## src/rtl/filter_test_sequencer_if.sv

```systemverilog
// Control and stream bus between the run controller (bench side) and the
// filter test sequencer. The sequencer drives the ROM/filter/RAM side signals.
interface filter_test_sequencer_if #(
    parameter int ADDR_W = 8
);
    // Run control from the bench-level controller
    logic              start;
    logic              abort;
    logic              loop_mode;
    logic [ADDR_W-1:0] num_samples;

    // ROM / filter / capture RAM side
    logic [ADDR_W-1:0] rom_addr;
    logic              filt_en;
    logic [ADDR_W-1:0] ram_addr;
    logic              ram_wren;
    logic              trig;
    logic              busy;
    logic              done;

    // Sequencer FSM state, exported for observation
    logic [1:0]        state_dbg;

    // Handshake: start is a single-cycle request that is only acted on while the
    // sequencer is idle (busy=0 and done=0); it is never queued. abort is a level
    // sampled on every rising edge and wins over start. ram_wren qualifies ram_addr
    // for exactly one cycle per result; done is a one-cycle completion pulse.
    modport master (
        output start, abort, loop_mode, num_samples,
        input  rom_addr, filt_en, ram_addr, ram_wren, trig, busy, done, state_dbg
    );

    modport slave (
        input  start, abort, loop_mode, num_samples,
        output rom_addr, filt_en, ram_addr, ram_wren, trig, busy, done, state_dbg
    );
endinterface

```

## src/rtl/filter_test_sequencer.sv

```systemverilog
// Sequences one filter-under-test run: issues N stimulus ROM addresses, keeps the
// filter enabled until its pipeline drains, and writes each result to the capture
// RAM at the same address, PIPE_LAT cycles after its stimulus was issued.
module filter_test_sequencer #(
    parameter int ADDR_W   = 8,
    parameter int PIPE_LAT = 3
) (
    input  logic                    clk,
    input  logic                    rst,   // asynchronous, active low
    filter_test_sequencer_if.slave  bus
);

    typedef enum logic [1:0] {
        S_IDLE  = 2'd0,
        S_ISSUE = 2'd1,
        S_DRAIN = 2'd2,
        S_DONE  = 2'd3
    } state_t;

    state_t              state_q,     state_d;
    logic [ADDR_W-1:0]   n_last_q,    n_last_d;     // N-1; N=0 gives all-ones
    logic                loop_q,      loop_d;
    logic [ADDR_W-1:0]   rom_addr_q,  rom_addr_d;
    logic                filt_en_q,   filt_en_d;
    logic                trig_q,      trig_d;
    logic                busy_q,      busy_d;
    logic                done_q,      done_d;
    logic [PIPE_LAT-1:0] vpipe_q,     vpipe_d;      // bit 0 set during an issue cycle
    logic                ram_wren_q,  ram_wren_d;
    logic [ADDR_W-1:0]   ram_addr_q,  ram_addr_d;
    logic [ADDR_W-1:0]   write_cnt_q, write_cnt_d;

    logic                issue_d;                   // next cycle issues an address
    logic                flush;                     // abort taken this edge
    logic [PIPE_LAT:0]   vpipe_shift;

    // Next-state, address counters and write pipeline
    always_comb begin
        state_d     = state_q;
        n_last_d    = n_last_q;
        loop_d      = loop_q;
        rom_addr_d  = rom_addr_q;
        write_cnt_d = write_cnt_q;
        ram_addr_d  = ram_addr_q;
        issue_d     = 1'b0;
        flush       = 1'b0;

        case (state_q)
            S_IDLE: begin
                rom_addr_d = '0;
                if (bus.start && !bus.abort) begin
                    state_d     = S_ISSUE;
                    n_last_d    = bus.num_samples - ADDR_W'(1);
                    loop_d      = bus.loop_mode;
                    write_cnt_d = '0;
                    issue_d     = 1'b1;
                end
            end
            S_ISSUE: begin
                if (rom_addr_q == n_last_q) begin
                    if (loop_q) begin
                        rom_addr_d = '0;
                        issue_d    = 1'b1;
                    end else begin
                        // rom_addr holds the last address while draining
                        state_d = S_DRAIN;
                    end
                end else begin
                    rom_addr_d = rom_addr_q + ADDR_W'(1);
                    issue_d    = 1'b1;
                end
            end
            S_DRAIN: begin
                // The last result is being written this cycle
                if (ram_wren_q && (ram_addr_q == n_last_q)) begin
                    state_d    = S_DONE;
                    rom_addr_d = '0;
                end
            end
            S_DONE: begin
                state_d    = S_IDLE;
                rom_addr_d = '0;
            end
            default: begin
                state_d = S_IDLE;
            end
        endcase

        if (bus.abort && (state_q != S_IDLE)) begin
            flush      = 1'b1;
            state_d    = S_IDLE;
            issue_d    = 1'b0;
            rom_addr_d = '0;
        end

        // Valid shift register tracks in-flight samples; abort discards them
        vpipe_shift = {vpipe_q, issue_d};
        vpipe_d     = flush ? '0 : vpipe_shift[PIPE_LAT-1:0];
        ram_wren_d  = vpipe_q[PIPE_LAT-1] && !flush;

        if (ram_wren_d) begin
            ram_addr_d  = write_cnt_q;
            write_cnt_d = (write_cnt_q == n_last_q) ? '0 : write_cnt_q + ADDR_W'(1);
        end

        filt_en_d = (state_d == S_ISSUE) || (state_d == S_DRAIN);
        busy_d    = filt_en_d;
        done_d    = (state_d == S_DONE);
        trig_d    = issue_d && (rom_addr_d == '0);
    end

    // State and registered outputs
    always_ff @(posedge clk or negedge rst) begin
        if (!rst) begin
            state_q     <= S_IDLE;
            n_last_q    <= '0;
            loop_q      <= 1'b0;
            rom_addr_q  <= '0;
            filt_en_q   <= 1'b0;
            trig_q      <= 1'b0;
            busy_q      <= 1'b0;
            done_q      <= 1'b0;
            vpipe_q     <= '0;
            ram_wren_q  <= 1'b0;
            ram_addr_q  <= '0;
            write_cnt_q <= '0;
        end else begin
            state_q     <= state_d;
            n_last_q    <= n_last_d;
            loop_q      <= loop_d;
            rom_addr_q  <= rom_addr_d;
            filt_en_q   <= filt_en_d;
            trig_q      <= trig_d;
            busy_q      <= busy_d;
            done_q      <= done_d;
            vpipe_q     <= vpipe_d;
            ram_wren_q  <= ram_wren_d;
            ram_addr_q  <= ram_addr_d;
            write_cnt_q <= write_cnt_d;
        end
    end

    assign bus.rom_addr  = rom_addr_q;
    assign bus.filt_en   = filt_en_q;
    assign bus.ram_addr  = ram_addr_q;
    assign bus.ram_wren  = ram_wren_q;
    assign bus.trig      = trig_q;
    assign bus.busy      = busy_q;
    assign bus.done      = done_q;
    assign bus.state_dbg = state_q;

endmodule

```

## src/flat_wrapper.sv

```systemverilog
// flat-port wrapper written by rule: the top's interface ports become plain ports
module filter_test_sequencer_flat 
#(
    parameter int ADDR_W   = 8,
    parameter int PIPE_LAT = 3
)
  (clk, rst, bus_start, bus_abort, bus_loop_mode, bus_num_samples, bus_rom_addr, bus_filt_en, bus_ram_addr, bus_ram_wren, bus_trig, bus_busy, bus_done, bus_state_dbg);
  filter_test_sequencer_if #(.ADDR_W(ADDR_W)) bus_i ();
  input  logic clk;
  input  logic rst;
  input wire logic [$bits(bus_i.start)-1:0] bus_start;
  input wire logic [$bits(bus_i.abort)-1:0] bus_abort;
  input wire logic [$bits(bus_i.loop_mode)-1:0] bus_loop_mode;
  input wire logic [$bits(bus_i.num_samples)-1:0] bus_num_samples;
  output wire logic [$bits(bus_i.rom_addr)-1:0] bus_rom_addr;
  output wire logic [$bits(bus_i.filt_en)-1:0] bus_filt_en;
  output wire logic [$bits(bus_i.ram_addr)-1:0] bus_ram_addr;
  output wire logic [$bits(bus_i.ram_wren)-1:0] bus_ram_wren;
  output wire logic [$bits(bus_i.trig)-1:0] bus_trig;
  output wire logic [$bits(bus_i.busy)-1:0] bus_busy;
  output wire logic [$bits(bus_i.done)-1:0] bus_done;
  output wire logic [$bits(bus_i.state_dbg)-1:0] bus_state_dbg;
  assign bus_i.start = bus_start;
  assign bus_i.abort = bus_abort;
  assign bus_i.loop_mode = bus_loop_mode;
  assign bus_i.num_samples = bus_num_samples;
  assign bus_rom_addr = bus_i.rom_addr;
  assign bus_filt_en = bus_i.filt_en;
  assign bus_ram_addr = bus_i.ram_addr;
  assign bus_ram_wren = bus_i.ram_wren;
  assign bus_trig = bus_i.trig;
  assign bus_busy = bus_i.busy;
  assign bus_done = bus_i.done;
  assign bus_state_dbg = bus_i.state_dbg;
  filter_test_sequencer #(.ADDR_W(ADDR_W), .PIPE_LAT(PIPE_LAT)) u_core (.clk(clk), .rst(rst), .bus(bus_i));
endmodule
```

## config.mk

```make
export PLATFORM = sky130hd
export DESIGN_NAME = filter_test_sequencer_flat
export DESIGN_NICKNAME = d
export VERILOG_FILES = /design/src/rtl/filter_test_sequencer_if.sv /design/src/rtl/filter_test_sequencer.sv /design/src/flat_wrapper.sv
export SDC_FILE = /design/constraint.sdc
export NUM_CORES = 1
export LEC_CHECK = 0
export CAP_MARGIN = 20
export CORE_UTILIZATION = 55
export CTS_BUF_LIST = sky130_fd_sc_hd__clkbuf_4 sky130_fd_sc_hd__clkbuf_8
export DETAILED_ROUTE_END_ITERATION = 8
export MAX_ROUTING_LAYER = met4
export PLACE_DENSITY = 0.8
export SYNTH_ARGS = -nofsm -noshare
export SYNTH_HDL_FRONTEND = slang
export SYNTH_SLANG_ARGS = --single-unit
```

## constraint.sdc

```tcl
create_clock -name clk -period 2.4 [get_ports clk]
set_clock_uncertainty 0.1 [all_clocks]
set_input_delay 0.72 -clock clk [delete_from_list [all_inputs] [get_ports clk]]
set_output_delay 0.72 -clock clk [all_outputs]
set_load 0.1 [all_outputs]
```

== After elaboration in Yosys (flattened, before gate mapping) ==
Index checks and enable logic that the tools add are counted.

* Output and inout port bits: 23
* Bits in registers: 42
* Word-level logic and storage cells: 61
* Input port bits: 13

* Mux-type cells: 22
* Add/sub/neg operators: 3
* Reduce and logical (&&, ||, !) cells: 16
* Equality and inequality tests: 9

{| class="wikitable"
|+ Operators by type and width
! kind !! count
|-
| two-way mux 8 bit || 8
|-
| equality test 8 bit || 3
|-
| one-hot mux 8 bit (3 select lines) || 1
|-
| adder 8 x 1 -> 8 bit (second input constant) || 2
|-
| two-way mux 2 bit || 5
|-
| equality test 2 bit (second input constant) || 4
|-
| logical NOT 8 bit || 1
|-
| one-hot mux 2 bit (4 select lines) || 1
|-
| subtractor 8 x 1 -> 8 bit (second input constant) || 1
|-
| nonzero test 2 bit || 3
|-
| logical AND 1 bit || 5
|-
| two-way mux 1 bit || 5
|-
| equality test 2 x 1 -> 1 bit (second input constant) || 2
|-
| AND reduction 2 bit || 2
|-
| two-way mux 3 bit || 1
|-
| logical NOT 1 bit || 2
|-
| logical NOT 2 bit || 1
|-
| one-hot mux 1 bit (2 select lines) || 1
|-
| OR reduction 2 bit || 1
|-
| logical OR 1 bit || 1
|}

== Logic depth before layout (Yosys ltp) ==
* Depth in word-level cells: 7
* Mapped depth: 8
* Gate-level depth less buffers: 8

== Worst setup path after synthesis ==
OpenSTA, ideal clock, no wires.

* Path kind: register -> register
* Start point: register u_core.rom_addr_q[0] (netlist: u_core.bus.rom_addr[0])
* End point: register u_core.trig_q (netlist: u_core.bus.trig)
* Data required time: 2,205 ps
* Stages on the path, launching flop included: 9
* Arrival: 2,547 ps
* Path slack: -342 ps
* Path buffers: 0
* Library setup time: 95 ps
* Period minus slack after synthesis: 2,742 ps
* Cells stage by stage: dfrtp_1 > ha_1 > and3_1 > nand3_1 > a21boi_1 > o211a_1 > o31a_1 > nand2b_1 > nor4b_2

* Word-level cells in the longest chain between the ends: 6
* Elaborated cells on any way between the ends: 12
* Those cells by class: add/sub (1); eq/ne (1); mux (8); reduce/logical (2)

{| class="wikitable"
|+ RTL lines
! element !! RTL line !! text
|-
| from (decl) || filter_test_sequencer.sv:23 || <nowiki>logic [ADDR_W-1:0] rom_addr_q, rom_addr_d;</nowiki>
|-
| from (signal assigned) || filter_test_sequencer.sv:131 || <nowiki>rom_addr_q <= rom_addr_d;</nowiki>
|-
| adder 8 x 1 -> 8 bit / equality test 8 bit (equally long branches) || filter_test_sequencer.sv:69, filter_test_sequencer.sv:60 ||
|-
| two-way mux 8 bit (*) || filter_test_sequencer.sv:60 || <nowiki>if (rom_addr_q == n_last_q) begin</nowiki>
|-
| one-hot mux 8 bit (3 select lines) (*) || filter_test_sequencer.sv:48 || <nowiki>case (state_q)</nowiki>
|-
| two-way mux 8 bit (*) || filter_test_sequencer.sv:89 || <nowiki>if (bus.abort && (state_q != S_IDLE)) begin</nowiki>
|-
| named net u_core.rom_addr_d[6] || filter_test_sequencer.sv:23 ||
|-
| logical NOT 8 bit (*) || filter_test_sequencer.sv:109 || <nowiki>trig_d = issue_d && (rom_addr_d == '0);</nowiki>
|-
| logical AND 1 bit (*) || filter_test_sequencer.sv:109 ||
|-
| named net u_core.trig_d || filter_test_sequencer.sv:25 || <nowiki>logic trig_q, trig_d;</nowiki>
|-
| to (signal assigned) || filter_test_sequencer.sv:133 || <nowiki>trig_q <= trig_d;</nowiki>
|-
| to (decl) || filter_test_sequencer.sv:25 ||
|}

The timed path passes the listed nets; every way through them passes the cells marked *.
A chain may end at the register's enable or synchronous reset.

== Worst setup path in the final report ==
* Start point: register u_core.rom_addr_q[6] (netlist: u_core.bus.rom_addr[6])
* End point: register u_core.trig_q (netlist: u_core.bus.trig)

* Word-level cells in the longest chain between the ends: 6
* Elaborated cells on any way between the ends: 12
* Those cells by class: add/sub (1); eq/ne (1); mux (8); reduce/logical (2)

{| class="wikitable"
|+ RTL lines
! element !! RTL line
|-
| equality test 8 bit || filter_test_sequencer.sv:60
|-
| two-way mux 8 bit || filter_test_sequencer.sv:60
|-
| one-hot mux 8 bit (3 select lines) || filter_test_sequencer.sv:48
|-
| two-way mux 8 bit || filter_test_sequencer.sv:89
|-
| named net u_core.rom_addr_d[0] || filter_test_sequencer.sv:23
|-
| logical NOT 8 bit || filter_test_sequencer.sv:109
|-
| logical AND 1 bit || filter_test_sequencer.sv:109
|-
| named net u_core.trig_d || filter_test_sequencer.sv:25
|}

The timed path passes the listed nets, and every way through them passes these cells.

==> impl_results.md <==
* Max-slew violations at 0
* Placed instance count at 318
* GRT overflow at 0
* Post-route insts no fill at 335
* CTS buffer count at 5
* Die width at 67.0 um
* Fin crit share at around 100%
* Power per cell area at 708 nW/um2
* CTS H-tree depth at 2
* # IOs at 36
* Post-layout utilization of the core at 76.1%
* Rows at 23
* Vias per cell at ~5.7
* CTS root buffer: clkbuf_8
* Clock slew at reported path FFs at 80 ps
* LEAKAGE at 1.31 nW
* Synth cell types at 49
* Most common cell after layout, fill and taps aside: buf_4
* Initial antenna violation count at 0
* Max-cap violations at 0
* DRT iter0 DRCs at 209
* Largest net degree at the start of global routing at 43
* Layout Nets at 301
* Mapped cell area at approximately 2300 um2
* Setup violators final at 0
* Via count at 1904
* Multi-input gate area at roughly 1200 um2
* Layout cell share with drive strength beyond 1 at 34.7%
* Fin. Hold Viols at 0
* # diodes at 0
* First-pass GRT wire length at 8160 um
* Post-CTS Hold Fix Bufs at 0
* Final HPWL DP at 3740 um
* Initial Util at roughly 58%
* Syn avg cell area at 10.3 um2
* Clock Latency Late Sink at roughly 290 ps
* Clock buffer depth at 2
* Sw Share at approximately two fifths
* WHS at 278 ps
* WS Path Type: flop to flop
* Post-synth top area share at 45.2%
* Comb pwr share at 36.1%
* PortBufs at 35
* Psw at 0.843 mW
* Crit path capture type: flop
* Total Wirelength at 5290 um
* Register area share after synthesis at 45.2%
* Seq. cell area at 1080 um2
* Drt drc at 0
* Arr. time, crit path at approximately 2500 ps
* Die area at 4490 um2
* Dominant synthesized flop cell: dfrtp_1
* CTS tree: done
* Peak supply drop at 0.000629 V
* DRT Pass-1 Iters at 4
* RD Place Congestion at 0.858
* Vias in the first global route at ~1700
* Clk network pwr share at 21.8%
* Cell-internal power at 1.33 mW
* Synthesized net count at 243
* Synth-to-Final Area Change at 31.9%
* Worst Hold Class: input port to asynchronous set/reset pin
* Top area cells in the synthesized netlist: dfrtp_1, xnor2_1, o21ai_1
* Setup crit start kind: flop
* Core Region at 4030 um2
* Fraction of registers with async set/reset at between 90% and 100%
* Commonest cells after routing, fill and taps aside: buf_4, xnor2_1, dfrtp_2
* Seq cells post-synth at 42
* Crit path required time at 2470 ps
* Clock sink total at 42
* DR WL/cell at 15.8 um
* Crit Path Max Fanout at 7
* Post-synth EDFFs at 0
* Highest Clock Rate at 0.417 GHz
* Synth warn at 0
* Slew HR at 59.5%
* Status: completed
* Number of routed nets with antenna violations at 0
* Reg2reg path depth at 9
* Gr usage total at 25.9%
* Tmin final at approximately 2400 ps
* Fillers at between 200 and 300
* Slew @ Worst Pin at about 600 ps
* Die Y at 67.0 um
* Dominant cell type by area after synthesis: dfrtp_1
* Seq pwr share at between 40 and 50%
* Mapped Cells at 226
through the flow:
step	instance area [um2]	setup TNS [ps]	setup slack (ps)	power, mW
5_1_grt	3060	-90.7	-90.7	2.27
2_1_floorplan	2350	0	3.38	1.43
4_1_cts	2950	0	152	2.12
3_5_place_dp	2860	-391	-107	1.65
3_3_place_gp	2860	-675	-157	1.63
6_report	3060	0	4.68	2.17
area by class of cell:
class | count | area share, %
sequential | 42 | 35.2
inverter | 6 | 0.735
clock inverter | 2 | 0.408
multi-input combinational | 170 | 40.3
timing repair buffer | 59 | 18.5
tap | 50 | 2.04
clock buffer | 6 | 2.69
path summary, 6_finish.rpt:
| check | slack, ps | from | to |
|---|---|---|---|
| setup / recovery | 5 | u_core.bus.rom_addr[6] | u_core.bus.trig |
| hold reg to reg | 370 | u_core.vpipe_q[0] | u_core.vpipe_q[1] |
| setup reg to reg | 5 | u_core.bus.rom_addr[6] | u_core.bus.trig |
| hold / removal | 280 | rst | u_core.vpipe_q[2] |
| min in group clk | 370 | u_core.vpipe_q[0] | u_core.vpipe_q[1] |
| max in group asynchronous | 1700 | rst | u_core.n_last_q[1] |
cell usage after synthesis (all sizes together), types with 4 or more instances:
cell and count:
mux2 8, inv 6, nor2 14, buf 4, o21ai 21, and3 4
clkbuf 4, nand3 8, xnor2 28, nand2 20, nand4 5, dfrtp 42
ha 4, nand2b 8, nor3 4, a21oi 7
critical path, stage by stage, from the launching register on:
cell and delay (ps):
dfrtp_2 480, xnor2_1 270, nand4_1 220, nor3_4 310, a21boi_4 120, buf_4 150, buf_4 130, a211oi_2 250
nand2b_1 180, nor4b_2 60
power by group through the flow:
| stage | clock network [mW] | logic, mW | registers (mW) |
|---|---|---|---|
| after floorplan | 0 | 0.318 | 1.11 |
| after global placement | 0 | 0.717 | 0.918 |
| after detailed placement | 0 | 0.730 | 0.921 |
| after CTS | 0.482 | 0.734 | 0.906 |
| after global routing | 0.518 | 0.831 | 0.925 |
| final | 0.474 | 0.782 | 0.914 |
cells by family (layout without fill, tap and decap cells):
kind of cell	count (synthesis)	in the layout	share of synthesized area, %
buffers and inverters	14	73	3.28
adder cells (fa/ha/maj)	4	4	2.15
multiplexers	9	9	4.31
flip-flops	42	42	45.2
AND/OR/NAND/NOR	77	77	18.5
AO/OA/AOI/OAI	49	49	14.8
XOR/XNOR	31	31	11.7
sequential cells by signal, indices dropped and copies added, names as in the netlist, 2 cells and up:
| name | count |
|---|---|
| u_core.bus.ram_addr | 8 |
| u_core.n_last_q | 8 |
| u_core.bus.state_dbg | 2 |
| u_core.bus.rom_addr | 8 |
| u_core.vpipe_q | 3 |
| u_core.write_cnt_q | 8 |
timing repair:
item,in CTS,in global routing
setup buffers,0,9
gates resized for setup,0,10
setup endpoints to repair,0,1
per-layer routing:
| metal | part of all wire, % | track usage [%] |
|---|---|---|
| met1 | 44 | 34.1 |
| met2 | 52 | 40.7 |
| met3 | 3.5 | 3.94 |
| met4 | 1.1 | 9.04 |
| met5 | 0 | - |
No activity file was read; power rests on OpenSTA's default activity.
